--- src/rtl/arbiter_rr_16_pkg.sv ---
// Shared constants, state encoding and the rotating priority search for arbiter_rr_16.
package arbiter_rr_16_pkg;

    localparam int ARB_N = 16;

    typedef enum logic {
        ARB_IDLE  = 1'b0,
        ARB_GRANT = 1'b1
    } arb_state_t;

    // Result is {found, idx}; the requester at last_idx is searched last.
    function automatic logic [4:0] rr_pick(input logic [ARB_N-1:0] req, input logic [3:0] last_idx);
        logic [4:0] pick;
        logic [3:0] idx;
        pick = 5'd0;
        for (int k = ARB_N; k >= 1; k--) begin
            idx = last_idx + 4'(k);
            if (req[idx]) pick = {1'b1, idx};
        end
        return pick;
    endfunction

endpackage

--- src/rtl/arbiter_rr_16_if.sv ---
// Request/grant bundle between the requesters and the round-robin arbiter.
interface arbiter_rr_16_if;
    import arbiter_rr_16_pkg::*;

    logic [ARB_N-1:0] req;
    logic [ARB_N-1:0] gnt;
    logic [3:0]       gnt_idx;
    logic             gnt_valid;

    modport master (output req, input gnt, input gnt_idx, input gnt_valid);
    modport slave  (input req, output gnt, output gnt_idx, output gnt_valid);
endinterface

--- src/rtl/arbiter_rr_16_decoder_4x16.sv ---
// Index-to-one-hot decoder with enable; drives the resource selects directly.
module decoder_4x16 (
    input  logic [3:0]  idx,
    input  logic        en,
    output logic [15:0] onehot
);
    always_comb begin
        onehot = 16'h0000;
        if (en) onehot[idx] = 1'b1;
    end
endmodule

--- src/rtl/arbiter_rr_16.sv ---
// Round-robin arbiter for 16 requesters with a bounded grant length and one
// dead cycle between consecutive grants.
module arbiter_rr_16
    import arbiter_rr_16_pkg::*;
#(
    parameter int MAX_HOLD = 8
) (
    input  logic clk,
    input  logic rst_n,
    arbiter_rr_16_if.slave bus
);
    // state     | meaning
    // ARB_IDLE  | no grant; arbitrate among current requests
    // ARB_GRANT | gnt_idx owns the resource, hold_cnt counts its cycles

    localparam logic [7:0] HOLD_LAST = 8'(MAX_HOLD - 1);

    arb_state_t  state;
    logic [3:0]  gnt_idx;
    logic [3:0]  last_idx;
    logic [7:0]  hold_cnt;
    logic        gnt_valid;
    logic [4:0]  pick;
    logic [15:0] gnt_dec;

    assign pick = rr_pick(bus.req, last_idx);

    always_ff @(posedge clk or negedge rst_n) begin
        if (!rst_n) begin
            state     <= ARB_IDLE;
            gnt_idx   <= 4'hF;
            last_idx  <= 4'hF;
            hold_cnt  <= 8'd0;
            gnt_valid <= 1'b0;
        end else begin
            case (state)
                ARB_IDLE: begin
                    if (pick[4]) begin
                        gnt_idx   <= pick[3:0];
                        last_idx  <= pick[3:0];
                        hold_cnt  <= 8'd0;
                        gnt_valid <= 1'b1;
                        state     <= ARB_GRANT;
                    end
                end
                ARB_GRANT: begin
                    if (!bus.req[gnt_idx] || hold_cnt == HOLD_LAST) begin
                        gnt_valid <= 1'b0;
                        state     <= ARB_IDLE;
                    end else begin
                        hold_cnt <= hold_cnt + 8'd1;
                    end
                end
                default: begin
                    gnt_valid <= 1'b0;
                    state     <= ARB_IDLE;
                end
            endcase
        end
    end

    // gnt depends on registers only, so reset clears it without a clock edge.
    decoder_4x16 u_dec (
        .idx    (gnt_idx),
        .en     (gnt_valid),
        .onehot (gnt_dec)
    );

    assign bus.gnt       = gnt_dec;
    assign bus.gnt_idx   = gnt_idx;
    assign bus.gnt_valid = gnt_valid;

endmodule

--- src/flat_wrapper.sv ---
// flat-port wrapper written by rule: the top's interface ports become plain ports
module arbiter_rr_16_flat import arbiter_rr_16_pkg::*;
#(
    parameter int MAX_HOLD = 8
)
  (clk, rst_n, bus_req, bus_gnt, bus_gnt_idx, bus_gnt_valid);
  arbiter_rr_16_if bus_i ();
  input  logic clk;
  input  logic rst_n;
  input wire logic [$bits(bus_i.req)-1:0] bus_req;
  output wire logic [$bits(bus_i.gnt)-1:0] bus_gnt;
  output wire logic [$bits(bus_i.gnt_idx)-1:0] bus_gnt_idx;
  output wire logic [$bits(bus_i.gnt_valid)-1:0] bus_gnt_valid;
  assign bus_i.req = bus_req;
  assign bus_gnt = bus_i.gnt;
  assign bus_gnt_idx = bus_i.gnt_idx;
  assign bus_gnt_valid = bus_i.gnt_valid;
  arbiter_rr_16 #(.MAX_HOLD(MAX_HOLD)) u_core (.clk(clk), .rst_n(rst_n), .bus(bus_i));
endmodule
--- config.mk ---
export PLATFORM = sky130hd
export DESIGN_NAME = arbiter_rr_16_flat
export DESIGN_NICKNAME = d
export VERILOG_FILES = /design/src/rtl/arbiter_rr_16_pkg.sv /design/src/rtl/arbiter_rr_16_if.sv /design/src/rtl/arbiter_rr_16_decoder_4x16.sv /design/src/rtl/arbiter_rr_16.sv /design/src/flat_wrapper.sv
export SDC_FILE = /design/constraint.sdc
export NUM_CORES = 1
export LEC_CHECK = 0
export ABC_AREA = 1
export ABC_CLOCK_PERIOD_IN_PS = 2900
export CAP_MARGIN = 0
export CORE_MARGIN = 1
export CORE_UTILIZATION = 35
export CTS_CLUSTER_DIAMETER = 120
export DETAILED_ROUTE_END_ITERATION = 10
export DONT_BUFFER_PORTS = 1
export PLACE_DENSITY = 0.5
export SLEW_MARGIN = 20
export SYNTH_ARGS = -nofsm -noshare
export SYNTH_HDL_FRONTEND = slang
export SYNTH_SLANG_ARGS = --single-unit
export TNS_END_PERCENT = 20
--- constraint.sdc ---
create_clock -name clk -period 2.9 [get_ports clk]
set_clock_uncertainty 0.2 [all_clocks]
set_input_delay 0.29 -clock clk [delete_from_list [all_inputs] [get_ports clk]]
set_output_delay 0.29 -clock clk [all_outputs]
set_load 0.03 [all_outputs]
==> flow_metrics.py, run 1 <==
metrics = {
    "drt": {
        "dr.pass1.iters": 6,
        "drt_iter0_markers": 216,
        "vias": 3105,
        "drc_errors": 0,
        "routed_wl_um": 8690,
        "antenna_left": 0,
        "wire_per_inst_um": 14.3,
        "drt-vias-per-instance": 5.10,
    },
    "worst_setup_path": {
        "critPathRequiredTime_ps": 2880,
        "worstSetupPathType": "register to register",
        "arrival_ps": 2880,
        "critPathMaxFanout": 5,
        "startpoint_type": "register",
        "endpoint_kind": "register",
    },
    "floorplanning": {
        "design.core.area_mm2": 0.00733,
        "rows": 31,
        "dieArea_mm2": 0.00799,
        "start_util": 0.365,
        "fp.dieW_um": 89.4,
        "io_pins": 39,
        "die_h_um": 89.4,
    },
    "clocking": {
        "cts_made_buffers": 3,
        "cts_root_buf": "clkbuf_8",
        "worstSkewPairLatency_ps": 240,
        "cts_buffer_depth": 2,
        "clock_sinks": 14,
        "path_clk_slew_ps": 60,
        "cts_tree": "yes",
        "cts_htree_levels": 1,
    },
    "global_routing": {
        "grt_pass1_vias": 2543,
        "gr-usage-met2": 0.332,
        "use_met1": 0.321,
        "grt_max_degree": 19,
        "antenna_found_initial": 0,
        "grt_overflow_total": 0,
        "grt_use_met3": 0.0222,
        "busiest_layer": "met2",
        "grt_pass1_wl_um": 13000,
        "grtUsageTotal": 0.214,
    },
    "logic_synthesis": {
        "ys_types": 41,
        "synth_commonest_cells": "nand2_1, nand3_1, inv_1, nor2_1, nand2_2",
        "synth_nets": 491,
        "seq_area_frac_synth": 0.133,
        "synth_edf_count": 0,
        "yosys_warnings": 0,
        "syn-cell-area_mm2": 0.00267,
        "synthArstFlopShare": 1.00,
        "syn_area_per_cell_um2": 5.84,
        "ys.flop_type": "dfrtp_1",
        "yosys.area.top_type_share": 0.206,
        "ys_ff_latch": 14,
        "synth_area_leaders": "nand2_1, nand3_1, dfrtp_1",
        "yosys.area.top_type": "nand2_1",
        "yosysMostFrequentCell": "nand2_1",
        "postSynthCellCount": 458,
    },
    "layout": {
        "post_layout_nonfiller_instances": 609,
        "fin_nets": 544,
        "utilization": 0.483,
        "drive_gt1_frac": 0.335,
        "area.growth.synth_to_final_pct": 32.3,
        "n_antenna_cell": 0,
    },
    "placement": {
        "dp_hpwl_um": 6920,
        "io_buffers": 0,
        "dp.cells": 591,
        "gp_congestion": 0.908,
    },
    "timing": {
        "fin_crit_ps": 2900,
        "hold_violations": 0,
        "final.setup.worst_slack_ps": -1.61,
        "rsz0062_at_grt": "yes",
        "setup_viol": 1,
        "drv_slew": 0,
        "fin_crit_sh": 1.00,
        "fmax_ghz": 0.345,
        "worst_slew_pin_slew_ps": 649,
        "slew-limit-headroom": 0.566,
    },
    "job": {
        "maxCapViolCount": 0,
    },
    "status": {
        "violations": "negative setup slack",
        "status": "finished with violations",
    },
    "worst_hold_path": {
        "hold_path_class": "input pin to asynchronous set/reset pin",
    },
}
==> metrics by stage <==
stage	instance area, um2	worst slack [ps]	hold slack [ps]	setup TNS (ps)
final	3540	-1.61	312	-1.61
after global routing	3540	-197	351	-2160
after CTS	3140	3.39	329	0
after detailed placement	3070	-14.0	-205	-14.0
after global placement	3070	-26.7	-205	-26.7
after floorplan	2710	3.61	-206	0
==> flip-flops by register name, indices dropped and copies added, names as in the netlist <==
register and flops:
u_core.bus.gnt_valid 1, u_core.state 1, u_core.hold_cnt 8, u_core.bus.gnt_idx 4
==> what timing repair did <==
item,CTS,global route
hold buffers,1,0
endpoints found under the setup margin,5,14
cloned,0,1
resized for setup,2,74
pin swaps,0,18
endpoints found under the hold margin,14,0
setup buffers,0,12
==> kinds of logic (layout without fill, tap and decap cells) <==
logic type                 count (synthesis)  in the layout  synth area share
and+or+nand+nor                          304            305             0.519
buffers and inverters                     68            119             0.118
AOI/OAI and AO/OA                         50             50             0.121
adders and majority gates                 15             15            0.0702
DFF                                       14             14             0.133
xor gates and xnor gates                   7              7            0.0384
==> final timing paths <==
check,cells after the start,endpoint,start,slack (ps)
hold reg to reg,1,u_core.bus.gnt_valid,u_core.state,320
min in group clk,1,u_core.bus.gnt_valid,u_core.state,320
max in group asynchronous,1,u_core.hold_cnt[4],rst_n,1770
setup reg to reg,20,u_core.bus.gnt_idx[1],u_core.bus.gnt_idx[0],-2
hold / removal,1,u_core.hold_cnt[6],rst_n,310
setup / recovery,20,u_core.bus.gnt_idx[1],u_core.bus.gnt_idx[0],-2
==> worst max-delay path: stages (launching register included) <==
cell	delay, ps
dfstp_2	610
inv_4	70
ha_4	330
buf_4	130
nand3_1	90
nand2_1	90
nand2_2	70
nand2_1	70
nor2_1	60
inv_1	80
nand2_2	60
inv_2	60
nand4_1	140
nor2_2	170
nand2_1	70
nand2_1	80
inv_1	90
buf_4	140
nand2_1	50
nor2_1	40
a21oi_1	130
==> layout by cell type, fill, tap and decap left out, drive strengths merged, types with 3 or more instances in the layout <==
cell	n
inv	56
dfrtp	10
o21ai	24
dfstp	4
buf	58
ha	15
nor2	50
a21oi	15
nor3	3
nand4	5
o22ai	3
nand2	170
nand3	74
xor2	7
clkbuf	4
==> layout make-up <==
class,instances,area [um2]
multi-input combinational,377,2280
inverter,56,225
fill,736,3790
clock buffer,4,55.1
sequential,14,359
timing repair buffer,59,492
tap,99,124
==> routing by layer <==
layer,up-vias,wire (um)
met3,8,532
met4,0,87
li1,1573,-
met5,-,0
met1,1412,4150
met2,112,3920
Power of run 1 is not shown: default switching activity piles up to over one toggle a cycle in this logic, so the estimate is an artifact.
==> run 2: changes to the inputs <==
- CAP_MARGIN: 0 -> 40
- CORE_UTILIZATION: 35 -> 40
- HOLD_SLACK_MARGIN: unset -> 0.1
- PLACE_DENSITY: 0.5 -> 0.55
==> run 2 against run 1 <==
  * The run now ends clean
  * Cell count fell by 6.7%
  * Global-route usage rose by 1.8 points
  * Setup slack improved by 37 ps
  * Register-to-register slack improved by 40 ps
  * Core utilization rose by 2.6 points
  * Non-clock buffer count fell by 19
  * Die area fell by 12%
  * Flip-flop and latch count did not move
  * Routed wire length fell by 5.5%
  * Hold slack improved by 6.7 ps
  * Largest cell class unchanged
  * Final area fell by 8.2%
==> flow_metrics.py, run 2 (synthesis gave the netlist of run 1 again) <==
metrics = {
    "status": {
        "status": "complete, no violations",
    },
    "layout": {
        "fin_nets": 525,
        "area.growth.synth_to_final_pct": 21.4,
        "fin_area_mm2": 0.00325,
        "regArea_um2": 355,
        "post_layout_nonfiller_instances": 568,
        "nFillCells": 664,
        "n_antenna_cell": 0,
        "multi_input_area_mm2": 0.00219,
        "drive_gt1_frac": 0.283,
        "layout_common_cells": "nand2_1, nand3_1, inv_1, nor2_1, buf_4",
        "reg.largest.list": "u_core.hold_cnt: 8 flops, u_core.bus.gnt_idx: 4 flops",
        "layout_commonest_cell": "nand2_1",
        "largest_reg_flops": 8,
        "largest-register": "u_core.hold_cnt",
    },
    "global_routing": {
        "antenna_found_initial": 0,
        "grt_pass1_wl_um": 13200,
        "grt_overflow_total": 0,
        "grt_max_degree": 21,
        "grt_pass1_vias": 2688,
        "grtUsageTotal": 0.232,
    },
    "drt": {
        "drt_iter0_markers": 155,
        "antenna_left": 0,
        "drc_errors": 0,
        "routed_wl_um": 8210,
        "drt-vias-per-instance": 5.36,
        "vias": 3047,
        "dr.pass1.iters": 4,
        "wire_per_inst_um": 14.5,
    },
    "clocking": {
        "cts_made_buffers": 3,
        "cts_tree": "yes",
        "cts_buffer_depth": 2,
        "path_clk_slew_ps": 60,
        "clock_sinks": 14,
        "cts_root_buf": "clkbuf_8",
        "cts_htree_levels": 1,
        "worstSkewPairLatency_ps": 240,
    },
    "worst_setup_path": {
        "max_stage_delay_ps": 550,
        "critPathMaxFanout": 9,
        "cp_common_cell": "nand2_4",
        "reg2reg_to": "u_core.hold_cnt[5]",
        "r2r_slack_ps": 40,
        "slowest_stage": "dfstp_2",
        "critPathBufInv": 5,
        "endpoint_kind": "register",
        "worstReg2RegStart": "u_core.bus.gnt_idx[1]",
        "cp_top_family": "simple AND/OR/NAND/NOR gates",
        "startpoint_type": "register",
        "critPathRequiredTime_ps": 2870,
        "worstRegToRegCells": 19,
        "worstPathCellList": "inv_4, ha_4, buf_12, inv_8, nand3_1, nand2_1, nand2_1, nand2_4, inv_2, nand2_4, nand2_4, nor2_4, nand3_2, nor3_4, nand3_2, nand2_4, buf_4, o31ai_1, a21oi_1",
        "worstSetupPathType": "register to register",
        "arrival_ps": 2830,
    },
    "timing": {
        "final.setup.worst_slack_ps": 35.3,
        "drv_slew": 0,
        "rsz0062_at_grt": "yes",
        "setup_viol": 0,
        "fin_crit_ps": 2860,
        "fin_crit_sh": 0.988,
        "slew-limit-headroom": 0.556,
        "worst_slew_pin_slew_ps": 664,
        "holdWs_ps": 318,
        "fmax_ghz": 0.349,
        "hold_violations": 0,
    },
    "placement": {
        "io_buffers": 0,
        "place_area_mm2": 0.00288,
        "dp.cells": 547,
        "gp_congestion": 0.923,
        "place_ws_ps": -87.1,
        "dp_hpwl_um": 6540,
    },
    "floorplanning": {
        "rows": 29,
        "fp.dieW_um": 83.8,
        "io_pins": 39,
        "design.core.area_mm2": 0.00639,
        "dieArea_mm2": 0.00702,
        "start_util": 0.419,
        "die_h_um": 83.8,
    },
    "worst_hold_path": {
        "hold_path_class": "input pin to asynchronous set/reset pin",
    },
    "job": {
        "maxCapViolCount": 0,
    },
}
==> run 2: cell types whose count changed in the layout (fill, tap and decap cells not counted), moves of 3 or more <==
cell / before / now
nand3_2: 12 / 7
nor2_2: 3 / 6
ha_1: 9 / 12
buf_8: 3 / 0
nand3_1: 60 / 67
nand2_2: 32 / 26
buf_4: 51 / 36
nand2_1: 127 / 135
==> run 2: per-layer routing <==
layer,vias to the layer above,wire (um),GRT usage
li1,1537,-,-
met1,1390,3950,0.318
met2,112,3700,0.390
met3,8,427,0.0277
met4,0,129,0.0493
met5,-,0,0
==> run 2: stage by stage <==
| stage | TNS, ps | utilization |
|---|---|---|
| floorplan | 0 | - |
| global placement | -136 | 0.450 |
| detailed placement | -224 | 0.450 |
| CTS | 0 | 0.465 |
| global route | -724 | 0.508 |
| finish | 0 | 0.508 |
==> run 2: final cells by class <==
| class | count | share of cell area |
|---|---|---|
| multi-input cells | 377 | 0.673 |
| clock buffers | 4 | 0.0170 |
| repair buffers | 40 | 0.102 |
| inverters | 56 | 0.0686 |
| well taps | 77 | 0.0297 |
| flip-flops and latches | 14 | 0.109 |
==> run 2: how the worst max path moves through the flow <==
stage,start,endpoint,cells past startpoint
floorplan,u_core.bus.gnt_idx[0],u_core.hold_cnt[6],21
global placement,u_core.bus.gnt_idx[0],u_core.bus.gnt_idx[1],16
detailed placement,u_core.bus.gnt_idx[0],u_core.bus.gnt_idx[1],16
CTS,u_core.bus.gnt_idx[2],u_core.hold_cnt[3],17
global route,u_core.bus.gnt_idx[1],u_core.hold_cnt[3],19
finish,u_core.bus.gnt_idx[1],u_core.hold_cnt[5],19
==> run 2: repair_timing <==
| action | in CTS | in global routing |
|---|---|---|
| hold endpoints to repair | 14 | 0 |
| pin swaps | 1 | 17 |
| gates cloned | 0 | 1 |
| hold buffers | 1 | 0 |
| gates resized for setup | 6 | 42 |
| endpoints found under the setup margin | 6 | 11 |
| buffers inserted | 0 | 15 |
Power of run 2 is left out for the same reason.
